File: config.mk
export PLATFORM = sky130hd
export DESIGN_NAME = hand_bbox_tracker
export DESIGN_NICKNAME = d
export VERILOG_FILES = /design/src/rtl/hand_bbox_pkg.sv /design/src/rtl/hand_bbox_tracker_skin_classifier.sv /design/src/rtl/hand_bbox_tracker.sv
export SDC_FILE = /design/constraint.sdc
export NUM_CORES = 1
export LEC_CHECK = 0
export ABC_AREA = 1
export CAP_MARGIN = 10
export CELL_PAD_IN_SITES_DETAIL_PLACEMENT = 1
export CELL_PAD_IN_SITES_GLOBAL_PLACEMENT = 2
export CORE_MARGIN = 4
export CORE_UTILIZATION = 37
export DETAILED_ROUTE_END_ITERATION = 7
export GPL_TIMING_DRIVEN = 0
export HOLD_SLACK_MARGIN = 0.12
export PLACE_DENSITY_LB_ADDON = 0.1
export SLEW_MARGIN = 20
export SYNTH_ARGS = -nofsm -noshare
export SYNTH_HDL_FRONTEND = slang
export SYNTH_SLANG_ARGS = --single-unit
File: constraint.sdc
create_clock -name iCLK -period 5 [get_ports iCLK]
set_clock_uncertainty 0.1 [all_clocks]
set_input_delay 1 -clock iCLK [delete_from_list [all_inputs] [get_ports iCLK]]
set_output_delay 1 -clock iCLK [all_outputs]
set_load 0.005 [all_outputs]
File: src/rtl/hand_bbox_pkg.sv
// Shared types and helpers for the hand bounding-box tracker.
// Holds the coordinate/count widths, the frame FSM states and saturating arithmetic.
package hand_bbox_pkg;

    localparam int COORD_W = 12;
    localparam int CNT_W   = 20;

    localparam logic [COORD_W-1:0] COORD_MAX = '1;
    localparam logic [CNT_W-1:0]   CNT_MAX   = '1;

    typedef enum logic [1:0] {
        IDLE   = 2'd0,
        ACCUM  = 2'd1,
        COMMIT = 2'd2
    } state_t;

    function automatic logic [COORD_W-1:0] coord_sat_add(
        input logic [COORD_W-1:0] a,
        input logic [COORD_W-1:0] b
    );
        logic [COORD_W:0] sum;
        sum = {1'b0, a} + {1'b0, b};
        return sum[COORD_W] ? COORD_MAX : sum[COORD_W-1:0];
    endfunction

    function automatic logic [COORD_W-1:0] coord_sat_inc(input logic [COORD_W-1:0] a);
        return (a == COORD_MAX) ? a : a + 1'b1;
    endfunction

endpackage

File: src/rtl/hand_bbox_tracker_skin_classifier.sv
// Combinational skin test on one RGB pixel using fixed thresholds.
// Differences are taken at 9 bits so a negative R-G or R-B can never wrap into a pass.
module skin_classifier #(
    parameter logic [7:0] R_MIN     = 8'd96,
    parameter logic [7:0] RG_MARGIN = 8'd20,
    parameter logic [7:0] RB_MARGIN = 8'd20
) (
    input  logic [7:0] red_i,
    input  logic [7:0] green_i,
    input  logic [7:0] blue_i,
    output logic       is_skin_o
);

    logic [8:0] rg_diff;
    logic [8:0] rb_diff;
    logic       r_gt_g;
    logic       r_gt_b;
    logic       rg_ok;
    logic       rb_ok;
    logic       r_ok;

    assign rg_diff = {1'b0, red_i} - {1'b0, green_i};
    assign rb_diff = {1'b0, red_i} - {1'b0, blue_i};

    // Bit 8 set means the subtraction borrowed, i.e. the other channel is larger.
    assign r_gt_g = !rg_diff[8] && (rg_diff != 9'd0);
    assign r_gt_b = !rb_diff[8] && (rb_diff != 9'd0);

    assign rg_ok = r_gt_g && (rg_diff >= {1'b0, RG_MARGIN});
    assign rb_ok = r_gt_b && (rb_diff >= {1'b0, RB_MARGIN});
    assign r_ok  = (red_i >= R_MIN);

    assign is_skin_o = r_ok && rg_ok && rb_ok;

endmodule

File: src/rtl/hand_bbox_tracker.sv
// Per-frame skin bounding-box tracker feeding the VGA overlay stage.
// Box outputs only change at frame commit, already shifted into display-timing coordinates.
module hand_bbox_tracker
    import hand_bbox_pkg::*;
#(
    parameter logic [7:0]         R_MIN       = 8'd96,
    parameter logic [7:0]         RG_MARGIN   = 8'd20,
    parameter logic [7:0]         RB_MARGIN   = 8'd20,
    parameter int                 RUN_MIN     = 4,
    parameter int                 MIN_PIXELS  = 64,
    parameter int                 MISS_FRAMES = 3,
    parameter logic [COORD_W-1:0] X_OFFSET    = 12'd144,
    parameter logic [COORD_W-1:0] Y_OFFSET    = 12'd35
) (
    input  logic               iCLK,
    input  logic               iRST_N,
    input  logic               iFVAL,
    input  logic               iLVAL,
    input  logic               iDVAL,
    input  logic [7:0]         iRed,
    input  logic [7:0]         iGreen,
    input  logic [7:0]         iBlue,
    output logic [COORD_W-1:0] hand_x_min,
    output logic [COORD_W-1:0] hand_x_max,
    output logic [COORD_W-1:0] hand_y_min,
    output logic [COORD_W-1:0] hand_y_max,
    output logic               oBox_valid,
    output logic               oFrame_done,
    output logic [CNT_W-1:0]   oPix_count
);

    localparam int RUN_W  = 8;
    localparam int MISS_W = 8;

    localparam logic [RUN_W-1:0]   RUN_MIN_C  = RUN_W'(RUN_MIN);
    localparam logic [COORD_W-1:0] RUN_BACK_C = COORD_W'(RUN_MIN - 1);
    localparam logic [CNT_W-1:0]   MIN_PIX_C  = CNT_W'(MIN_PIXELS);
    localparam logic [MISS_W-1:0]  MISS_C     = MISS_W'(MISS_FRAMES);

    state_t             state_q, state_d;
    logic               fval_prev_q;
    logic               lval_prev_q;
    logic [COORD_W-1:0] x_q, x_d;
    logic [COORD_W-1:0] y_q, y_d;
    logic [RUN_W-1:0]   run_q, run_d;
    logic [CNT_W-1:0]   hits_q, hits_d;
    logic [COORD_W-1:0] acc_xmin_q, acc_xmin_d;
    logic [COORD_W-1:0] acc_xmax_q, acc_xmax_d;
    logic [COORD_W-1:0] acc_ymin_q, acc_ymin_d;
    logic [COORD_W-1:0] acc_ymax_q, acc_ymax_d;
    logic [MISS_W-1:0]  miss_q, miss_d;
    logic [COORD_W-1:0] box_xmin_q, box_xmin_d;
    logic [COORD_W-1:0] box_xmax_q, box_xmax_d;
    logic [COORD_W-1:0] box_ymin_q, box_ymin_d;
    logic [COORD_W-1:0] box_ymax_q, box_ymax_d;
    logic               box_valid_q, box_valid_d;
    logic               frame_done_q, frame_done_d;
    logic [CNT_W-1:0]   pix_count_q, pix_count_d;

    logic               is_skin;
    logic               pix_acc;
    logic               lval_fall;
    logic               fval_rise;
    logic [RUN_W-1:0]   run_inc;
    logic               hit;
    logic [COORD_W-1:0] run_start;
    logic [MISS_W-1:0]  miss_inc;

    skin_classifier #(
        .R_MIN     (R_MIN),
        .RG_MARGIN (RG_MARGIN),
        .RB_MARGIN (RB_MARGIN)
    ) u_skin (
        .red_i     (iRed),
        .green_i   (iGreen),
        .blue_i    (iBlue),
        .is_skin_o (is_skin)
    );

    assign pix_acc   = iFVAL && iLVAL && iDVAL;
    assign lval_fall = lval_prev_q && !iLVAL;
    assign fval_rise = !fval_prev_q && iFVAL;
    assign run_inc   = (run_q == '1) ? run_q : run_q + 1'b1;
    assign hit       = pix_acc && is_skin && (run_inc >= RUN_MIN_C);
    assign run_start = x_q - RUN_BACK_C;
    assign miss_inc  = (miss_q >= MISS_C) ? miss_q : miss_q + 1'b1;

    always_comb begin
        state_d      = state_q;
        x_d          = x_q;
        y_d          = y_q;
        run_d        = run_q;
        hits_d       = hits_q;
        acc_xmin_d   = acc_xmin_q;
        acc_xmax_d   = acc_xmax_q;
        acc_ymin_d   = acc_ymin_q;
        acc_ymax_d   = acc_ymax_q;
        miss_d       = miss_q;
        box_xmin_d   = box_xmin_q;
        box_xmax_d   = box_xmax_q;
        box_ymin_d   = box_ymin_q;
        box_ymax_d   = box_ymax_q;
        box_valid_d  = box_valid_q;
        frame_done_d = 1'b0;
        pix_count_d  = pix_count_q;

        case (state_q)
            IDLE: begin
                if (fval_rise) begin
                    state_d    = ACCUM;
                    x_d        = '0;
                    y_d        = '0;
                    run_d      = '0;
                    hits_d     = '0;
                    acc_xmin_d = COORD_MAX;
                    acc_ymin_d = COORD_MAX;
                    acc_xmax_d = '0;
                    acc_ymax_d = '0;
                end
            end

            ACCUM: begin
                if (!iFVAL) begin
                    state_d = COMMIT;
                end else begin
                    if (pix_acc) begin
                        x_d   = coord_sat_inc(x_q);
                        run_d = is_skin ? run_inc : '0;
                    end
                    if (hit) begin
                        // The box starts where the qualifying run began, not at the hit pixel.
                        if (run_start < acc_xmin_q) acc_xmin_d = run_start;
                        if (x_q > acc_xmax_q)       acc_xmax_d = x_q;
                        if (y_q < acc_ymin_q)       acc_ymin_d = y_q;
                        if (y_q > acc_ymax_q)       acc_ymax_d = y_q;
                        hits_d = (hits_q == CNT_MAX) ? hits_q : hits_q + 1'b1;
                    end
                    if (!iLVAL) begin
                        run_d = '0;
                    end
                    if (lval_fall) begin
                        x_d = '0;
                        y_d = coord_sat_inc(y_q);
                    end
                end
            end

            COMMIT: begin
                state_d      = IDLE;
                frame_done_d = 1'b1;
                pix_count_d  = hits_q;
                if (hits_q >= MIN_PIX_C) begin
                    box_xmin_d  = coord_sat_add(acc_xmin_q, X_OFFSET);
                    box_xmax_d  = coord_sat_add(acc_xmax_q, X_OFFSET);
                    box_ymin_d  = coord_sat_add(acc_ymin_q, Y_OFFSET);
                    box_ymax_d  = coord_sat_add(acc_ymax_q, Y_OFFSET);
                    box_valid_d = 1'b1;
                    miss_d      = '0;
                end else begin
                    // Short dropouts keep the last box so the overlay does not flicker.
                    miss_d = miss_inc;
                    if (miss_inc >= MISS_C) begin
                        box_xmin_d  = '0;
                        box_xmax_d  = '0;
                        box_ymin_d  = '0;
                        box_ymax_d  = '0;
                        box_valid_d = 1'b0;
                    end
                end
            end

            default: begin
                state_d = IDLE;
            end
        endcase
    end

    always_ff @(posedge iCLK or negedge iRST_N) begin
        if (!iRST_N) begin
            state_q      <= IDLE;
            // Starting high means a frame already in flight at release is not seen as a new frame.
            fval_prev_q  <= 1'b1;
            lval_prev_q  <= 1'b0;
            x_q          <= '0;
            y_q          <= '0;
            run_q        <= '0;
            hits_q       <= '0;
            acc_xmin_q   <= '0;
            acc_xmax_q   <= '0;
            acc_ymin_q   <= '0;
            acc_ymax_q   <= '0;
            miss_q       <= '0;
            box_xmin_q   <= '0;
            box_xmax_q   <= '0;
            box_ymin_q   <= '0;
            box_ymax_q   <= '0;
            box_valid_q  <= 1'b0;
            frame_done_q <= 1'b0;
            pix_count_q  <= '0;
        end else begin
            state_q      <= state_d;
            fval_prev_q  <= iFVAL;
            lval_prev_q  <= iLVAL;
            x_q          <= x_d;
            y_q          <= y_d;
            run_q        <= run_d;
            hits_q       <= hits_d;
            acc_xmin_q   <= acc_xmin_d;
            acc_xmax_q   <= acc_xmax_d;
            acc_ymin_q   <= acc_ymin_d;
            acc_ymax_q   <= acc_ymax_d;
            miss_q       <= miss_d;
            box_xmin_q   <= box_xmin_d;
            box_xmax_q   <= box_xmax_d;
            box_ymin_q   <= box_ymin_d;
            box_ymax_q   <= box_ymax_d;
            box_valid_q  <= box_valid_d;
            frame_done_q <= frame_done_d;
            pix_count_q  <= pix_count_d;
        end
    end

    assign hand_x_min  = box_xmin_q;
    assign hand_x_max  = box_xmax_q;
    assign hand_y_min  = box_ymin_q;
    assign hand_y_max  = box_ymax_q;
    assign oBox_valid  = box_valid_q;
    assign oFrame_done = frame_done_q;
    assign oPix_count  = pix_count_q;

endmodule

* Yosys cells after proc, flatten, opt, wreduce, memory -nomap -nowiden
Cells that the tools add are included.
Cells by class: add/subtract/negate cells 12, order comparisons 11, reduce and logical (&&, ||, !) cells 31, muxes and demuxes 56, eq/ne operators 20
Operators by type and width (count):
- 12-bit 2-to-1 mux | 30
- 12-bit case mux with 2 select lines | 6
- 20-bit 2-to-1 mux | 4
- 8-bit 2-to-1 mux | 8
- 20-bit case mux with 2 select lines | 1
- 5-bit AND reduction | 7
- 12-bit by 6-bit adder with 13-bit output (second input constant) | 2
- 12-bit by 8-bit adder with 13-bit output (second input constant) | 2
- 12-bit by 1-bit adder with 12-bit output (second input constant) | 2
- 12-bit == test (second input constant) | 2
- 12-bit greater-than comparator | 2
- 12-bit less-than comparator | 2
- 2-bit inequality test (second input constant) | 11
- 20-bit by 1-bit adder with 20-bit output (second input constant) | 1
- 20-bit == test (second input constant) | 1
- 20-bit by 7-bit greater-or-equal comparator with 1-bit output (second input constant) | 1
- 9-bit by 5-bit greater-or-equal comparator with 1-bit output (second input constant) | 2
- 9-bit nonzero test | 2
- 8-bit by 8-bit subtractor with 9-bit output | 2
- 8-bit by 1-bit adder with 8-bit output (second input constant) | 2
- 8-bit by 2-bit greater-or-equal comparator with 1-bit output (second input constant) | 2
- 8-bit case mux with 2 select lines | 1
- 1-bit logical AND | 12
- 12-bit by 2-bit subtractor with 12-bit output (second input constant) | 1
- other kinds (14) | 24
Storage, ports and cells: bits in registers 182, logic and storage cells 149, input bits 29, output and inout port bits 70

* Logic depth before layout (Yosys ltp)
Gate-level depths: netlist of run 1.
depth in word-level cells 11, depth in mapped cells 20, mapped depth without buffers 19

* Hierarchy
A second synthesis of run 1 with hierarchy kept.
Second synthesis, totals: cell total of the unflattened synthesis 1563, area total of the unflattened synthesis 11506.0 um^2
Modules (own cells, without submodules):
- hand_bbox_tracker | seq. area each 4555.6 um^2, cells each 1396, times used 1, area an instance 10610.2 um^2
- skin_classifier | seq. area each 0.0 um^2, cells each 167, times used 1, area an instance 895.9 um^2

* Least setup slack after synthesis of run 1
OpenSTA, ideal clock, no wires.
path type input to register, start point input iRed[0], end point register acc_xmax_q[0], library setup time 0.066 ns, arrival 2.880 ns, path buffers 2, setup slack 1.953 ns, cell stages on the path 19, data required time 4.834 ns, cells stage by stage inv_1 > ha_1 > inv_1 > fa_1 > nand3_1 > nand3_1 > nand2_1 > nand2_1 > nand2_1 > nand2_1 > nand2_1 > nor2_1 > nor2_1 > nand3_2 > nand2_4 > buf_6 > buf_6 > nand4_1 > nand2_1
On the way: cells in the longest elaborated chain, start to end 10, elaborated cells on any way between the ends 19, those cells by class add/sub: 2; order compare: 3; eq/ne: 1; reduce/logical: 13
Ends and longest elaborated chain:
- from (decl) | line hand_bbox_tracker.sv:20 | input logic [7:0] iRed,
- parallel branches: the longest is 5 deep, another holds 8-bit by 8-bit subtractor with 9-bit output
- 1-bit logical AND (*) | line hand_bbox_tracker_skin_classifier.sv:33 | assign is_skin_o = r_ok && rg_ok && rb_ok;
- 1-bit logical AND (*) (2 in a row) | line hand_bbox_tracker.sv:84 | assign hit = pix_acc && is_skin && (run_inc >= RUN_MIN_C);
- 2-bit inequality test (no line) (*)
- 5-bit AND reduction (no line) (*)
- to (signal assigned) | line hand_bbox_tracker.sv:209 | acc_xmax_q <= acc_xmax_d;
- to (decl) | line hand_bbox_tracker.sv:48 | logic [COORD_W-1:0] acc_xmax_q, acc_xmax_d;
Every way passes the cells marked *. A chain may end at the register's enable or synchronous reset.

* Worst setup path after layout of run 1
start point input iRed[0], end point register acc_ymax_q[8]
On the way: cells in the longest elaborated chain, start to end 10, elaborated cells on any way between the ends 19, those cells by class add/sub: 2; order compare: 3; eq/ne: 1; reduce/logical: 13
Ends and longest elaborated chain:
- parallel branches: the longest is 5 deep, another holds 8-bit by 8-bit subtractor with 9-bit output
- 1-bit logical AND (*) | line hand_bbox_tracker_skin_classifier.sv:33
- 1-bit logical AND (*) (2 in a row) | line hand_bbox_tracker.sv:84
- 2-bit inequality test (no line) (*)
- 5-bit AND reduction (no line) (*)
- to (signal assigned) | line hand_bbox_tracker.sv:211 | acc_ymax_q <= acc_ymax_d;
- to (decl) | line hand_bbox_tracker.sv:50 | logic [COORD_W-1:0] acc_ymax_q, acc_ymax_d;
Marks and branches as above.

==> results.json, run 1 <==
{
  "outcome": "complete, no violations",
  "die_y_um": 183,
  "reg2reg_depth": 19,
  "clock_sink_count": 182,
  "rr_endpoint": "acc_xmin_q[2]",
  "cts_buffers": 17,
  "worstReg2RegStart": "x_q[1]",
  "crit_family": "simple AND/OR/NAND/NOR gates",
  "drtIter0Drc": 412,
  "met3_length_um": 874,
  "finalNetCount": 1733,
  "ys_async_sr_fraction_pct": 100,
  "power.density_nw_per_um2": 370,
  "synth_area_leader_cell": "dfrtp_1",
  "r2r_slack_ns": 1.68,
  "fp-row-count": 63,
  "dp_slack_ns": 1.09,
  "wl_per_cell_um": 16.3,
  "max_freq_ghz": 0.290,
  "p_switching_uw": 1750,
  "htree_num_levels": 4,
  "path_class": "in -> reg",
  "period_share_pct": 68.9,
  "max-slew-margin-rel_pct": 50.2,
  "coreArea_sq_um": 30000,
  "num_vias": 10300,
  "clock_path_buffers": 2,
  "hold_path_class": "reg -> reg",
  "crit_top_cell": "nand2_1",
  "endpoint_kind": "register",
  "dp.final_hpwl_mm": 25.8,
  "synth-seq-area-share_pct": 40.0,
  "die_x_um": 183,
  "hold_end": "oBox_valid",
  "grt_pass1_wl_mm": 55.8,
  "synth_common_cells": "nand2_1, inv_1, dfrtp_1",
  "drcViolationCount": 0,
  "critPathLaunchType": "primary input",
  "yosysUniqueCellTypes": 57,
  "ys_ff_latch": 182,
  "routed_via_density": 5.06,
  "max-cap-violations": 0,
  "yosys_most_used_dff": "dfrtp_1",
  "dieArea_sq_um": 33600,
  "cts_tree": "built",
  "setup_viol": 0,
  "finalWirelength_mm": 33.1,
  "grt_setup_unrepaired": "no",
  "drive_gt1_share_pct": 7.67,
  "gp_congestion": 0.821,
  "antenna_found_initial": 1,
  "power_uw": 4990,
  "min_path_cells": 2,
  "comb_power_share_pct": 33.2,
  "grtUsageTotal_pct": 20.3,
  "ir_drop_v": 0.000248,
  "ioPinCount": 99,
  "post_cts_resized": 0,
  "p_int_uw": 3240,
  "post-synth-top-count-cell": "nand2_1",
  "syn_nets": 1614,
  "hold_start": "oBox_valid",
  "drv_slew": 0,
  "ys_top_cells_by_area": "dfrtp_1, nand2_1, ha_1",
  "crit_chain": "clkdlybuf4s50_1 > inv_1 > ha_1 > inv_1 > fa_1 > nand3_1 > nand3_1 > nand2_1 > nand2_1 > nand2_1 > nand2_1 > nand2_1 > nor2_1 > nor2_1 > nand3_2 > nand2_4 > buf_6 > buf_6 > nand4_1 > nand2_1",
  "hold_viol_final": 0,
  "postSynthAreaPerCell_sq_um": 7.54,
  "wl_met2_mm": 15.2,
  "synth_edf_count": 0,
  "critPathSlowestCell": "fa_1",
  "ys_warn_count": 0,
  "top_layer_used": "met5",
  "synth_top_area_share_pct": 39.8,
  "clkLatencyLatePin_ns": 0.44,
  "syn_to_final_growth_pct": 18.5,
  "crit_path_max_incr_delay_ns": 0.41,
  "worst_slew_pin_slew_ns": 0.744,
  "initial_core_util_pct": 37.9,
  "grt_pass1_vias": 10600,
  "diodes": 0,
  "p_sw_share_pct": 35.1,
  "critPathArrivalTime_ns": 3.71,
  "grt_max_degree": 93,
  "worstSetupStartpoint": "iRed[0]",
  "power.leakage_uw": 0.00647,
  "drt.antenna.violating_nets": 0,
  "clk_pin_slew_worst_paths_ns": 0.07,
  "root_buffer": "clkbuf_16",
  "cp_max_fo": 10,
  "cts.hold.buffers_added": 0,
  "holdWs_ns": 0.370,
  "post-route-min-period_ns": 3.44,
  "met1_length_mm": 16.7,
  "cp.required_ns": 5.27,
  "synth_cells": 1511,
  "grt.overflow.total": 0,
  "dr.pass1.iters": 4,
  "port_buffers": 98,
  "crit_buf_inv": 5,
  "cts_setup_buffers": 0,
  "layout_setup_ws_ns": 1.56,
  "pwr-share-clk_pct": 27.1,
  "syn_area_sq_um": 11400,
  "final.setup.tns_ns": 0,
  "pwr-share-seq_pct": 39.7
}
placed cells by master (no fill, tap or decap), types with 6 or more instances in the layout:
cell type / Yosys / layout
a21oi_1: 71 / 71
buf_2: 12 / 12
buf_4: 7 / 7
clkbuf_1: 20 / 24
clkbuf_16: 0 / 17
clkdlybuf4s50_1: 0 / 97
dfrtp_1: 181 / 181
ha_1: 72 / 72
inv_1: 190 / 190
inv_2: 11 / 11
nand2_1: 419 / 419
nand2_2: 7 / 7
nand3_1: 85 / 85
nand4_1: 67 / 67
nor2_1: 96 / 96
nor2_2: 6 / 6
nor3_1: 25 / 25
nor4_1: 6 / 6
o21ai_0: 95 / 95
o21ai_1: 24 / 24
o21ai_2: 11 / 11
o22ai_1: 14 / 14
or2_2: 11 / 11
xor2_1: 10 / 10
stage by stage:
stage	cells	utilization, %	cell area [sq um]
finish	2033	44.9	13500
global route	2033	44.9	13500
CTS	2033	44.9	13500
detailed placement	2001	43.0	12900
global placement	1999	42.8	12900
floorplan	1511	-	11400
worst max path at each step:
stage	endpoint	slack, ns	cells past startpoint
2_1_floorplan	acc_xmax_q[0]	1.95	19
4_1_cts	acc_ymax_q[6]	1.54	20
3_5_place_dp	acc_ymax_q[6]	1.09	20
6_report	acc_ymax_q[8]	1.56	20
3_3_place_gp	oPix_count[7]	-5.29	1
5_1_grt	acc_ymax_q[6]	1.20	20
worst reg2reg max path: cells and delay by family, from the launching register on:
family | cells | cell delay [ns]
AOI/OAI and AO/OA | 2 | 0.36
adders and majority gates | 1 | 0.29
and+or+nand+nor | 13 | 1.47
buffers and inverters | 3 | 0.60
DFF | 1 | 0.42
final cells by class:
cell class,instances,area [sq um]
Buffer,47,256
Clock buffer,24,482
Clock inverter,8,90.1
Fill cell,3762,16500
Inverter,203,764
Multi-Input combinational cell,1079,5810
Sequential cell,182,4560
Tap cell,390,488
Timing Repair Buffer,100,1040
kinds of logic (layout without fill, tap and decap cells):
family,Yosys count,in the layout,share of synthesized area (%)
flops,182,182,40.0
fa+ha+maj,74,74,8.26
mux,1,1,0.0879
xor+xnor,12,12,0.923
compound gates,238,238,11.5
buf+inv,250,382,8.97
simple gates,754,754,30.2
per-layer routing:
metal	global-route usage [%]	up-vias
li1	-	5210
met1	29.3	4945
met2	32.7	112
met3	2.95	27
met4	4.20	2
met5	0	-
flip-flops by register name, indices dropped and copies added (netlist names), 2 cells and up:
signal      count
hand_y_min     12
hand_y_max     12
acc_xmax_q     12
hand_x_max     12
hand_x_min     12
x_q            12
acc_ymax_q     12
acc_xmin_q     12
y_q            12
acc_ymin_q     12
state_q         2
run_q           8
oPix_count     20
miss_q          8
hits_q         20
power by group through the flow:
| stage | Combinational [uW] | Clock, uW | Sequential, uW |
|---|---|---|---|
| after floorplan | 952 | 0 | 1970 |
| after global placement | 1630 | 0 | 2000 |
| after detailed placement | 1680 | 0 | 2010 |
| after CTS | 1690 | 1390 | 1990 |
| after global routing | 1900 | 1450 | 2030 |
| final | 1650 | 1350 | 1980 |
Power figures use the tool's default switching activity.
==> run 2, diff against run 1 <==
CORE_UTILIZATION = 34   (was 37)
clock period = 3.45 ns   (was 5 ns; I/O delays follow)
==> run 2 against run 1 <==
Against the previous run:
- clock power up 54%
- wire length increased by 1.9%
- critical endpoint is now acc_ymax_q[6]
- cell count is 2.6% higher
- utilization fell by 3.3 points
==> results.json, run 2 (same netlist as run 1, synthesis figures left out) <==
{
  "syn_to_final_growth_pct": 19.7,
  "die_x_um": 191,
  "hold_viol_final": 0,
  "holdWs_ns": 0.369,
  "cts_buffers": 17,
  "met1_length_mm": 16.4,
  "rr_endpoint": "acc_xmin_q[4]",
  "critPathLaunchType": "primary input",
  "multi_input_area_sq_um": 5830,
  "crit_chain": "clkdlybuf4s50_1 > inv_1 > ha_1 > inv_1 > fa_1 > nand3_1 > nand3_1 > nand2_1 > nand2_1 > nand2_1 > nand2_1 > nand2_1 > nor2_1 > nor2_2 > nand3_2 > nand2_4 > buf_6 > buf_6 > nand4_1 > nand2_1",
  "clk_pin_slew_worst_paths_ns": 0.06,
  "drt.antenna.violating_nets": 0,
  "min_path_cells": 2,
  "clock_sink_count": 182,
  "reg2reg_depth": 16,
  "antenna_found_initial": 1,
  "endpoint_kind": "register",
  "finalWirelength_mm": 33.8,
  "gp_congestion": 0.819,
  "port_buffers": 98,
  "cp.required_ns": 3.72,
  "grt_max_degree": 92,
  "clock_path_buffers": 2,
  "dr.pass1.iters": 4,
  "ioPinCount": 99,
  "met3_length_mm": 1.01,
  "cp_max_fo": 10,
  "ir_drop_v": 0.000338,
  "drtIter0Drc": 375,
  "grt_pass1_vias": 10700,
  "crit_family": "simple AND/OR/NAND/NOR gates",
  "hold_start": "hand_x_max[1]",
  "post-route-min-period_ns": 3.14,
  "setup_viol": 0,
  "clkLatencyLatePin_ns": 0.45,
  "hold_path_class": "reg -> reg",
  "grt_setup_unrepaired": "no",
  "fill_cells": 4096,
  "power.leakage_uw": 0.00651,
  "wl_met2_mm": 16.1,
  "power_uw": 7380,
  "die_y_um": 191,
  "worstReg2RegStart": "x_q[0]",
  "regArea_sq_um": 4560,
  "path_class": "in -> reg",
  "power.density_nw_per_um2": 542,
  "crit_top_cell": "nand2_1",
  "layout_commonest_cell": "nand2_1",
  "wl_per_cell_um": 16.2,
  "grt_pass1_wl_mm": 56.3,
  "finalNetCount": 1734,
  "drv_slew": 0,
  "critPathSlowestCell": "fa_1",
  "max-cap-violations": 0,
  "coreArea_sq_um": 32800,
  "root_buffer": "clkbuf_16",
  "fp-row-count": 66,
  "period_share_pct": 91.1,
  "diodes": 0,
  "cts_tree": "built",
  "cts_setup_buffers": 0,
  "max_freq_ghz": 0.318,
  "outcome": "complete, no violations",
  "grt.overflow.total": 0,
  "grtUsageTotal_pct": 19.1,
  "fin_util_pct": 41.6,
  "critPathArrivalTime_ns": 3.42,
  "htree_num_levels": 4,
  "most-common-layout-cells": "nand2_1, inv_1, dfrtp_1",
  "hold_end": "hand_x_max[1]",
  "routed_via_density": 4.93,
  "dp.final_hpwl_mm": 26.3,
  "top_layer_used": "met5",
  "drcViolationCount": 0,
  "crit_buf_inv": 5,
  "max-slew-margin-rel_pct": 56.0,
  "worst_slew_pin_slew_ns": 0.657,
  "r2r_slack_ns": 0.42,
  "drive_gt1_share_pct": 8.27,
  "initial_core_util_pct": 34.7,
  "dieArea_sq_um": 36500,
  "crit_path_max_incr_delay_ns": 0.41,
  "num_vias": 10300
}
==> run 2: changes by cell type in the layout (fill, tap and decap cells not counted), moves of 2 or more <==
cell       change
bufinv_16      +2
clkbuf_1       -4
clkinv_2       +3
clkinv_4       +2
inv_6          -3
nor2_1         -4
nor2_2         +4
==> run 2: worst max-delay path by stage <==
stage                     startpoint       endpoint  slack (ns)  cells after the start
after detailed placement     iRed[0]  acc_ymax_q[6]       -0.18                     20
after global placement        iRST_N  oPix_count[4]       -6.66                      1
after CTS                     x_q[0]  acc_xmin_q[6]         0.1                     16
final                        iRed[0]  acc_ymax_q[6]        0.31                     20
after global routing          x_q[0]  acc_xmin_q[9]       0.009                     20
after floorplan              iRed[0]  acc_xmax_q[0]        0.71                     19
==> run 2: where the power goes <==
part           switching, uW  internal (uW)  total [uW]
Combinational           1340           1080        2430
Sequential               318           2550        2870
Clock                    882           1200        2080
==> run 2: timing repair <==
action / in CTS / in global routing
setup endpoints to repair: 0 / 13
endpoints found under the hold margin: 3 / 0
hold buffers: 1 / 0
gates resized for setup: 0 / 10
==> run 2: worst min-delay path, cell delays in order (launching register included) <==
cell,delay (ns)
dfrtp_1,0.34
nand2_1,0.05
nand2_1,0.05
==> run 2: routing by layer <==
layer / vias up / GRT usage (%)
met1: 4939 / 26.4
met2: 110 / 32.2
met3: 24 / 2.67
met4: 2 / 3.90
li1: 5217 / -
met5: - / 0
==> run 2: final cells by class <==
class,instances,share of cell area (%)
Clock buffer,21,3.45
Multi-Input combinational cell,1079,42.8
Tap cell,442,4.06
Inverter,203,5.61
Sequential cell,182,33.4
Buffer,47,1.89
Clock inverter,11,1.09
Timing Repair Buffer,101,7.71
==> run 2: through the flow <==
stage	area (sq um)	setup WS, ns	setup TNS (ns)	std cells
2_1_floorplan	11400	0.713	0	1511
3_3_place_gp	12900	-6.66	-1206.62	2051
3_5_place_dp	13000	-0.183	-6.90	2053
4_1_cts	13600	0.0955	0	2086
5_1_grt	13600	0.00908	0	2086
6_report	13600	0.306	0	2086
==> run 3, diff against run 2 <==
CELL_PAD_IN_SITES_DETAIL_PLACEMENT = 0   (was 1)
==> run 3 against run 2 <==
Against the previous run:
- non-clock buffer count stayed put
- critical path depth unchanged
- setup slack worse by 0.014 ns
- utilization fell by 0.076 points
- via count is 2.0% lower
- clock-buffer cell count is 1 lower
- wire length is 5.8% lower
- die area is the same
- hold slack hardly changed
- sequential power about the same
- sequential share of layout area grew 0.061 points
- register-to-register slack worse by 0.02 ns
- critical path type unchanged
==> results.json, run 3 (same netlist as run 1, synthesis figures left out) <==
{
  "outcome": "complete, no violations",
  "drv_slew": 0,
  "cp_max_fo": 10,
  "num_vias": 10100,
  "grt_max_degree": 92,
  "die_x_um": 191,
  "syn_to_final_growth_pct": 19.5,
  "most-common-layout-cells": "nand2_1, inv_1, dfrtp_1",
  "cts_setup_buffers": 0,
  "rr_endpoint": "acc_xmin_q[2]",
  "initial_core_util_pct": 34.7,
  "drive_gt1_share_pct": 8.03,
  "critPathLaunchType": "primary input",
  "dp.final_hpwl_mm": 24.7,
  "grt.overflow.total": 0,
  "fin_util_pct": 41.5,
  "period_share_pct": 91.5,
  "drtIter0Drc": 529,
  "reg2reg_depth": 16,
  "finalWirelength_mm": 31.8,
  "met1_length_mm": 15.9,
  "grt_setup_unrepaired": "no",
  "grt_pass1_vias": 9891,
  "crit_chain": "clkdlybuf4s50_1 > inv_1 > ha_1 > inv_1 > fa_1 > nand3_1 > nand3_1 > nand2_1 > nand2_1 > nand2_1 > nand2_1 > nand2_1 > nor2_1 > nor2_1 > nand3_2 > nand2_4 > buf_6 > buf_6 > nand4_1 > nand2_1",
  "hold_start": "hand_x_max[1]",
  "clk_pin_slew_worst_paths_ns": 0.07,
  "gp_congestion": 0.819,
  "routed_via_density": 4.84,
  "hold_viol_final": 0,
  "layout_setup_ws_ns": 0.292,
  "critPathArrivalTime_ns": 3.44,
  "wl_per_cell_um": 15.3,
  "cts_tree": "built",
  "post-route-min-period_ns": 3.16,
  "drt.antenna.violating_nets": 0,
  "root_buffer": "clkbuf_16",
  "max-cap-violations": 0,
  "power.density_nw_per_um2": 537,
  "finalNetCount": 1734,
  "max_freq_ghz": 0.317,
  "die_y_um": 191,
  "max-slew-margin-rel_pct": 56.3,
  "min_path_cells": 2,
  "fp-row-count": 66,
  "ir_drop_v": 0.000381,
  "cp.required_ns": 3.73,
  "grt_pass1_wl_mm": 52.6,
  "grtUsageTotal_pct": 18.1,
  "dieArea_sq_um": 36500,
  "endpoint_kind": "register",
  "r2r_slack_ns": 0.40,
  "hold_end": "hand_x_max[1]",
  "clock_sink_count": 182,
  "worstReg2RegStart": "x_q[0]",
  "dp_slack_ns": -0.154,
  "setup_viol": 0,
  "met3_length_um": 962,
  "layout_commonest_cell": "nand2_1",
  "htree_num_levels": 4,
  "clkLatencyLatePin_ns": 0.45,
  "port_buffers": 98,
  "hold_path_class": "reg -> reg",
  "critPathSlowestCell": "fa_1",
  "worst_slew_pin_slew_ns": 0.653,
  "path_class": "in -> reg",
  "ioPinCount": 99,
  "crit_path_max_incr_delay_ns": 0.41,
  "wl_met2_mm": 14.5,
  "clock_path_buffers": 2,
  "crit_top_cell": "nand2_1",
  "diodes": 0,
  "power.leakage_uw": 0.00650,
  "cts_buffers": 17,
  "top_layer_used": "met5",
  "dr.pass1.iters": 4,
  "antenna_found_initial": 1,
  "drcViolationCount": 0,
  "coreArea_sq_um": 32800,
  "fill_cells": 3521
}
run 3: cell type report:
cell class	instances	area (sq um)	area share, %
clock buffers	20	457	3.36
inverters	203	764	5.62
flip-flops and latches	182	4560	33.5
multi-input cells	1079	5810	42.7
well taps	442	553	4.07
clock inverters	12	151	1.11
repair buffers	101	1050	7.73
plain buffers	47	258	1.89
run 3: how the worst max path moves through the flow:
| stage | end | cells past startpoint | start |
|---|---|---|---|
| 4_1_cts | acc_xmin_q[2] | 16 | x_q[0] |
| 5_1_grt | acc_xmin_q[11] | 20 | x_q[1] |
| 2_1_floorplan | acc_xmax_q[0] | 19 | iRed[0] |
| 6_report | acc_ymax_q[6] | 20 | iRed[0] |
| 3_5_place_dp | acc_ymax_q[6] | 20 | iRed[0] |
| 3_3_place_gp | oPix_count[4] | 1 | iRST_N |
run 3: power by group:
part | internal, uW | switching, uW | total (uW)
Combinational | 1070 | 1300 | 2370
Clock | 1180 | 891 | 2070
Sequential | 2550 | 317 | 2870
Total | 4800 | 2500 | 7310
run 3: what timing repair did:
| action | 4_1_cts | 5_1_grt |
|---|---|---|
| hold buffers | 1 | 0 |
| gates resized for setup | 0 | 6 |
| endpoints found under the setup margin | 0 | 10 |
| endpoints found under the hold margin | 3 | 0 |
run 3: per-layer routing:
layer | GRT usage, % | vias up
li1 | - | 5219
met1 | 25.4 | 4703
met2 | 29.2 | 139
met3 | 2.96 | 28
met4 | 4.67 | 2
met5 | 0 | -
run 3: metrics by stage:
step / power (uW) / std cells / setup TNS, ns / area [sq um] / hold slack [ns]
final: 7310 / 2086 / 0 / 13600 / 0.369
after global routing: 7890 / 2086 / 0 / 13600 / 0.389
after CTS: 7430 / 2086 / 0 / 13600 / 0.374
after detailed placement: 5320 / 2053 / -4.86 / 13000 / 0.357
after global placement: 5280 / 2051 / -1206.62 / 12900 / 0.353
after floorplan: 4240 / 1511 / 0 / 11400 / 0.294
run 3: critical path, delay by kind of cell:
family	cells	cell delay (ns)
fa+ha+maj	2	0.57
buf+inv	5	0.86
simple gates	13	1.31
